### config.mk
export PLATFORM = sky130hd
export DESIGN_NAME = gumnut_fetch
export DESIGN_NICKNAME = d
export VERILOG_FILES = /design/src/rtl/gumnut_pkg.sv /design/src/rtl/gumnut_ret_stack.sv /design/src/rtl/gumnut_fetch.sv
export SDC_FILE = /design/constraint.sdc
export NUM_CORES = 1
export LEC_CHECK = 0
export BUFFER_PORTS_ARGS = -buffer_cell sky130_fd_sc_hd__buf_2
export CELL_PAD_IN_SITES_DETAIL_PLACEMENT = 1
export CELL_PAD_IN_SITES_GLOBAL_PLACEMENT = 1
export CORE_MARGIN = 1
export CORE_UTILIZATION = 50
export CTS_CLUSTER_DIAMETER = 40
export DETAILED_ROUTE_END_ITERATION = 7
export PLACE_DENSITY = 0.89
export RECOVER_POWER = 25
export SKIP_LAST_GASP = 1
export SLEW_MARGIN = 20
export SYNTH_ARGS = -nofsm -noshare
export SYNTH_HDL_FRONTEND = slang
export SYNTH_SLANG_ARGS = --single-unit
### constraint.sdc
create_clock -name clk -period 7 [get_ports clk]
set_clock_uncertainty 0.15 [all_clocks]
set_input_delay 0.35 -clock clk [delete_from_list [all_inputs] [get_ports clk]]
set_output_delay 0.35 -clock clk [all_outputs]
set_load 0.1 [all_outputs]
### src/rtl/gumnut_pkg.sv
// -----------------------------------------------------------------------------
// gumnut_pkg
//   Types and constants shared by the Gumnut fetch stage, the instruction
//   register and the control unit.
//     IADDR_WIDTH    : instruction address width
//     INST_WIDTH     : instruction word width
//     pc_sel_t       : PC redirection kind selected by the control unit
//     fetch_state_t  : fetch FSM state encoding
// -----------------------------------------------------------------------------
package gumnut_pkg;

    localparam int IADDR_WIDTH = 12;
    localparam int INST_WIDTH  = 18;

    typedef enum logic [1:0] {
        PC_BRANCH = 2'd0,
        PC_JUMP   = 2'd1,
        PC_CALL   = 2'd2,
        PC_RET    = 2'd3
    } pc_sel_t;

    typedef enum logic [1:0] {
        ST_IDLE = 2'd0,
        ST_REQ  = 2'd1,
        ST_DONE = 2'd2
    } fetch_state_t;

endpackage

### src/rtl/gumnut_ret_stack.sv
// -----------------------------------------------------------------------------
// gumnut_ret_stack
//   Return-address LIFO of DEPTH entries, each WIDTH bits wide.
//   Ports:
//     clk, rst      : clock, synchronous active-low reset (clears pointer only)
//     cen           : clock enable; pointer and contents hold when 0
//     push          : write push_data on top (ignored when full)
//     pop           : drop the top entry (ignored when empty)
//     push_data     : value to push
//     top           : current top entry (undefined when empty)
//     full, empty   : occupancy flags
// -----------------------------------------------------------------------------
module gumnut_ret_stack #(
    parameter int DEPTH = 8,
    parameter int WIDTH = 12
) (
    input  logic             clk,
    input  logic             rst,
    input  logic             cen,
    input  logic             push,
    input  logic             pop,
    input  logic [WIDTH-1:0] push_data,
    output logic [WIDTH-1:0] top,
    output logic             full,
    output logic             empty
);

    localparam int PTR_W = $clog2(DEPTH);

    logic [WIDTH-1:0] mem [DEPTH];
    // One extra bit so that "full" (sp == DEPTH) is distinguishable from empty.
    logic [PTR_W:0]   sp;
    logic [PTR_W-1:0] top_idx;

    assign full    = (sp == (PTR_W+1)'(DEPTH));
    assign empty   = (sp == '0);
    assign top_idx = sp[PTR_W-1:0] - PTR_W'(1);
    assign top     = mem[top_idx];

    always_ff @(posedge clk) begin
        if (!rst) begin
            sp <= '0;
        end else if (cen) begin
            if (push && !full) begin
                sp <= sp + (PTR_W+1)'(1);
            end else if (pop && !empty) begin
                sp <= sp - (PTR_W+1)'(1);
            end
        end
    end

    // NOTE: the storage array has no reset; only the pointer defines which
    // entries are meaningful, and leaving the array unreset lets it map to RAM.
    always_ff @(posedge clk) begin
        if (cen && push && !full) begin
            mem[sp[PTR_W-1:0]] <= push_data;
        end
    end

endmodule

### src/rtl/gumnut_fetch.sv
// -----------------------------------------------------------------------------
// gumnut_fetch
//   Instruction-fetch stage of the Gumnut core. Owns the program counter and
//   the return-address stack, and runs the strobe/ack handshake to
//   instruction memory. Each fetched word is presented on inst_e together
//   with a one-cycle we pulse for the instruction register.
//   Ports:
//     clk, rst             : clock, synchronous active-low reset
//     cen                  : clock enable (reset still acts when low)
//     fetch_req_i          : request next fetch (sampled in IDLE)
//     pc_upd_i, pc_sel_i   : PC redirection strobe and kind (IDLE only)
//     disp_i, addr_i       : signed branch displacement / absolute target
//     imem_addr_o/stb_o    : memory address and request strobe
//     imem_ack_i/dat_i     : memory acknowledge and read data
//     inst_e, we           : fetched word and IR write enable
//     pc_o, busy_o         : current PC, not-IDLE indicator
//     stk_ovf_o, stk_unf_o : sticky stack overflow / underflow
// -----------------------------------------------------------------------------
module gumnut_fetch
    import gumnut_pkg::*;
#(
    parameter int STACK_DEPTH = 8,
    parameter int IADDR_W     = IADDR_WIDTH,
    parameter int INST_W      = INST_WIDTH
) (
    input  logic               clk,
    input  logic               rst,
    input  logic               cen,
    input  logic               fetch_req_i,
    input  logic               pc_upd_i,
    input  pc_sel_t            pc_sel_i,
    input  logic [7:0]         disp_i,
    input  logic [IADDR_W-1:0] addr_i,
    output logic [IADDR_W-1:0] imem_addr_o,
    output logic               imem_stb_o,
    input  logic               imem_ack_i,
    input  logic [INST_W-1:0]  imem_dat_i,
    output logic [INST_W-1:0]  inst_e,
    output logic               we,
    output logic [IADDR_W-1:0] pc_o,
    output logic               busy_o,
    output logic               stk_ovf_o,
    output logic               stk_unf_o
);

    fetch_state_t       state;
    logic [IADDR_W-1:0] pc;
    logic [IADDR_W-1:0] disp_ext;
    logic [IADDR_W-1:0] stk_top;
    logic               stk_full;
    logic               stk_empty;
    logic               upd_ok;
    logic               stk_push;
    logic               stk_pop;

    assign disp_ext    = {{(IADDR_W-8){disp_i[7]}}, disp_i};
    assign imem_addr_o = pc;
    assign pc_o        = pc;

    // Redirection is only honoured in IDLE; the stack sees a push/pop only
    // when it can actually take it, the refused cases raise sticky flags.
    assign upd_ok   = (state == ST_IDLE) && pc_upd_i;
    assign stk_push = upd_ok && (pc_sel_i == PC_CALL) && !stk_full;
    assign stk_pop  = upd_ok && (pc_sel_i == PC_RET)  && !stk_empty;

    gumnut_ret_stack #(
        .DEPTH (STACK_DEPTH),
        .WIDTH (IADDR_W)
    ) u_ret_stack (
        .clk       (clk),
        .rst       (rst),
        .cen       (cen),
        .push      (stk_push),
        .pop       (stk_pop),
        .push_data (pc),
        .top       (stk_top),
        .full      (stk_full),
        .empty     (stk_empty)
    );

    // NOTE: every register here is assigned with <= so all state updates
    // from one edge see the pre-edge values, independent of statement order.
    always_ff @(posedge clk) begin
        if (!rst) begin
            state      <= ST_IDLE;
            pc         <= '0;
            inst_e     <= '0;
            we         <= 1'b0;
            imem_stb_o <= 1'b0;
            busy_o     <= 1'b0;
            stk_ovf_o  <= 1'b0;
            stk_unf_o  <= 1'b0;
        end else if (cen) begin
            case (state)
                ST_IDLE: begin
                    if (pc_upd_i) begin
                        case (pc_sel_i)
                            PC_BRANCH: pc <= pc + disp_ext;
                            PC_JUMP:   pc <= addr_i;
                            PC_CALL: begin
                                pc <= addr_i;
                                if (stk_full) stk_ovf_o <= 1'b1;
                            end
                            PC_RET: begin
                                if (stk_empty) stk_unf_o <= 1'b1;
                                else           pc        <= stk_top;
                            end
                            default: ;
                        endcase
                    end
                    // A redirect in the same cycle is already reflected in
                    // pc by the time the strobe goes out.
                    if (fetch_req_i) begin
                        state      <= ST_REQ;
                        imem_stb_o <= 1'b1;
                        busy_o     <= 1'b1;
                    end
                end
                ST_REQ: begin
                    if (imem_ack_i) begin
                        inst_e     <= imem_dat_i;
                        pc         <= pc + IADDR_W'(1);
                        imem_stb_o <= 1'b0;
                        we         <= 1'b1;
                        state      <= ST_DONE;
                    end
                end
                ST_DONE: begin
                    we     <= 1'b0;
                    busy_o <= 1'b0;
                    state  <= ST_IDLE;
                end
                default: begin
                    state      <= ST_IDLE;
                    we         <= 1'b0;
                    imem_stb_o <= 1'b0;
                    busy_o     <= 1'b0;
                end
            endcase
        end
    end

endmodule

==> flow_metrics.env <==
export IMPL_yosys_top_cells_area="edfxtp_1 45%, dfxtp_1 13%, mux4_2 4.9%"
export IMPL_cts_made_buffers=17
export IMPL_power_frac_seq=0.423
export IMPL_synth_edff_count=96
export IMPL_whs_endpoint="inst_e[9]$_SDFFE_PN0P_"
export IMPL_dp_hpwl_um=11840
export IMPL_ys_warn_count=0
export IMPL_h_tree_depth=4
export IMPL_yosys_area_top_type="edfxtp_1"
export IMPL_p_clk_frac=0.454
export IMPL_antenna_found_initial=0
export IMPL_setup_violations=0
export IMPL_rsz0062_at_grt="no"
export IMPL_postCtsSetupBuffers=0
export IMPL_max_cap_viol_count=0
export IMPL_slew_headroom=0.2603
export IMPL_cp_max_fo=25
export IMPL_top_usage_layer="met2"
export IMPL_place_area_um2=6958
export IMPL_synth_seq_cells=137
export IMPL_final_hold_violation_count=0
export IMPL_syn_area_per_cell_um2=12.69
export IMPL_r2r_end="imem_addr_o[9]$_SDFFE_PN0P_"
export IMPL_routedWlPerCell_um=25.45
export IMPL_vdd_drop_max_mv=0.2069
export IMPL_die_w_um=115.3
export IMPL_fin_tns_setup_ps=0
export IMPL_grt_pass1_vias=5299
export IMPL_cts_max_path_buffers=2
export IMPL_dpl_worst_slack_ps=3641
export IMPL_hold_depth=3
export IMPL_worst_pin_slew_ps=1108
export IMPL_ys_flop_type="edfxtp_1"
export IMPL_io_pins=93
export IMPL_layout_setup_ws_ps=3391
export IMPL_gp_congestion=0.8222
export IMPL_min_period_over_period=0.5156
export IMPL_p_leak_nw=2.899
export IMPL_r2r_start="state[0]$_SDFFE_PN0P_"
export IMPL_cts_tree="yes"
export IMPL_grt_util_met3=0.08382
export IMPL_route_detailed_drc=0
export IMPL_yosysTopAreaCellShare=0.4491
export IMPL_combPwrFrac=0.123
export IMPL_core_area_um2=12570
export IMPL_crit_type="reg -> reg"
export IMPL_drv_slew=0
export IMPL_clock_latency_ps=440
export IMPL_holdWs_ps=20.47
export IMPL_crit_arrival_ps=3730
export IMPL_start_kind="flip-flop"
export IMPL_swShare=0.2759
export IMPL_syn_area_um2=6419
export IMPL_grt_ovfl_total=0
export IMPL_r2r_slack_ps=3390
export IMPL_syn_inst=506
export IMPL_ys_seq_area_frac=0.5770
export IMPL_min_path_type="in -> reg"
export IMPL_die_h_um=115.3
export IMPL_nets=666
export IMPL_synthArstFlopShare=0
export IMPL_layout_drive_gt1_share=0.2778
export IMPL_power_density_nw_per_um2=279.9
export IMPL_end_kind="flip-flop"
export IMPL_required_ps=7130
export IMPL_start_util=0.5107
export IMPL_internal_power_mw=1.557
export IMPL_grt_pass1_wl_um=30310
export IMPL_holdCritStartpoint="imem_dat_i[9]"
export IMPL_met1_usage=0.3670
export IMPL_vias=4895
export IMPL_path_clk_slew_ps=60
export IMPL_postLayoutCellArea_um2=7684
export IMPL_num_rows=41
export IMPL_syn_nets=573
export IMPL_finalPower_mw=2.151
export IMPL_grt_max_degree=32
export IMPL_die_area_um2=13290
export IMPL_cts_sinks=137
export IMPL_reg2regPathDepth=7
export IMPL_antenna_cells=0
export IMPL_drtIter0Drc=478
export IMPL_antenna_left=0
export IMPL_post_cts_resize_count=0
export IMPL_grtUsageMet2=0.5397
export IMPL_finalCriticalPeriod_ps=3609
export IMPL_groute_usage_overall=0.3201
export IMPL_dr_pass1_iters=5
export IMPL_port_buffers=92
export IMPL_status="complete, no violations"
export IMPL_p_sw_mw=0.5934
export IMPL_viasPerCell=6.244
export IMPL_ctsHoldBuffers=9
export IMPL_wirelength_um=19960
export IMPL_yosysUniqueCellTypes=56
export IMPL_ctsRootBufferMaster="clkbuf_16"
export IMPL_max_freq_mhz=277.1
export IMPL_syn2layout_area_growth_pct=19.71
==> placed cells by master, fill, tap and decap left out, drive strengths merged, types with 2 or more instances in the layout <==
cell / synthesis / routed
a221o: 2 / 2
nand2: 56 / 56
mux2: 13 / 13
edfxtp: 96 / 96
and2: 3 / 3
fa: 2 / 2
a221oi: 8 / 8
nor3: 8 / 8
a21o: 5 / 5
o2111ai: 3 / 3
a22o: 2 / 2
buf: 20 / 103
and3: 3 / 3
nand4: 7 / 7
dlygate4sd3: 0 / 9
inv: 14 / 16
mux4: 24 / 24
clkinvlp: 0 / 6
nor2b: 5 / 5
o21ai: 12 / 12
nand3: 10 / 10
a211oi: 4 / 4
ha: 19 / 19
nand2b: 4 / 4
a31oi: 7 / 7
a31o: 2 / 2
o21a: 3 / 3
dfxtp: 41 / 41
nor2: 36 / 36
clkbuf: 18 / 18
bufinv: 0 / 4
o22ai: 3 / 3
a21oi: 43 / 43
xor2: 7 / 7
or2: 3 / 3
clkinv: 0 / 2
xnor2: 7 / 7
==> cell type report <==
class                   instances  area, µm²
fillers                      1263       4885
flip-flops and latches        137       3704
multi-input cells             317       2444
repair buffers                112      633.1
clock buffers                  18      439.2
well taps                     172      215.2
clock inverters                14      196.4
inverters                      14      52.55
==> through the flow <==
stage                 util  cells
floorplan                -    506
finish              0.6113    784
global placement    0.5536    743
global route        0.6113    784
CTS                 0.6113    784
detailed placement  0.5536    743
==> worst max-delay path, stage by stage, from the launching register on <==
cell,delay (ps)
dfxtp_1,490
nor2b_1,690
and3_1,870
nor2_1,420
o21ai_0,330
o221ai_1,200
a31oi_1,220
nor2_1,70
==> flip-flops by register name, summed over array words and instances (netlist names), 2 cells and up <==
| register | count |
|---|---|
| inst_e | 18 |
| imem_addr_o | 12 |
| u_ret_stack.sp | 4 |
| u_ret_stack.mem | 96 |
| state | 2 |
==> cell usage after synthesis (all sizes together), types with 2 or more instances <==
cell,instances
edfxtp,96
nand2,56
a21oi,43
dfxtp,41
nor2,36
mux4,24
buf,20
ha,19
clkbuf,18
inv,14
mux2,13
o21ai,12
nand3,10
a221oi,8
nor3,8
a31oi,7
nand4,7
xnor2,7
xor2,7
a21o,5
nor2b,5
a211oi,4
nand2b,4
and2,3
and3,3
o2111ai,3
o21a,3
o22ai,3
or2,3
a221o,2
a22o,2
a31o,2
fa,2
==> power groups by stage <==
stage	sequential [mW]	clock (mW)	combinational [mW]
floorplan	0.979	0	0.138
global placement	0.923	0	0.241
detailed placement	0.925	0	0.249
CTS	0.909	0.978	0.261
global route	0.913	1.01	0.276
finish	0.911	0.976	0.264
==> worst max-delay path by stage <==
| stage | endpoint | startpoint | slack (ps) | cells past startpoint |
|---|---|---|---|---|
| final | imem_addr_o[9]$_SDFFE_PN0P_ | state[0]$_SDFFE_PN0P_ | 3390 | 7 |
| after global routing | imem_addr_o[9]$_SDFFE_PN0P_ | state[0]$_SDFFE_PN0P_ | 3120 | 7 |
| after CTS | imem_addr_o[9]$_SDFFE_PN0P_ | state[0]$_SDFFE_PN0P_ | 3440 | 7 |
| after detailed placement | imem_addr_o[3]$_SDFFE_PN0P_ | u_ret_stack.sp[1]$_SDFFE_PN0P_ | 3640 | 7 |
| after global placement | imem_addr_o[3]$_SDFFE_PN0P_ | u_ret_stack.sp[1]$_SDFFE_PN0P_ | 3850 | 7 |
| after floorplan | imem_addr_o[10]$_SDFFE_PN0P_ | imem_addr_o[2]$_SDFFE_PN0P_ | 3890 | 8 |
==> cell families (layout without fill, tap and decap cells) <==
family	after synthesis	in the layout	synth area share
AO/OA/AOI/OAI	104	104	0.1055
XOR/XNOR	14	14	0.01910
adder cells (fa/ha/maj)	21	21	0.04328
buffers and inverters	52	158	0.04230
flip-flops	137	137	0.5770
multiplexers	37	37	0.1129
AND/OR/NAND/NOR	141	141	0.1000
==> metal layers <==
| layer | routed length [µm] | share of wire |
|---|---|---|
| met4 | 901 | 0.045 |
| met5 | 0 | 0 |
| met2 | 10180 | 0.51 |
| met3 | 1301 | 0.065 |
| met1 | 7577 | 0.38 |
Note: power is estimated with default switching activity, not from simulation.
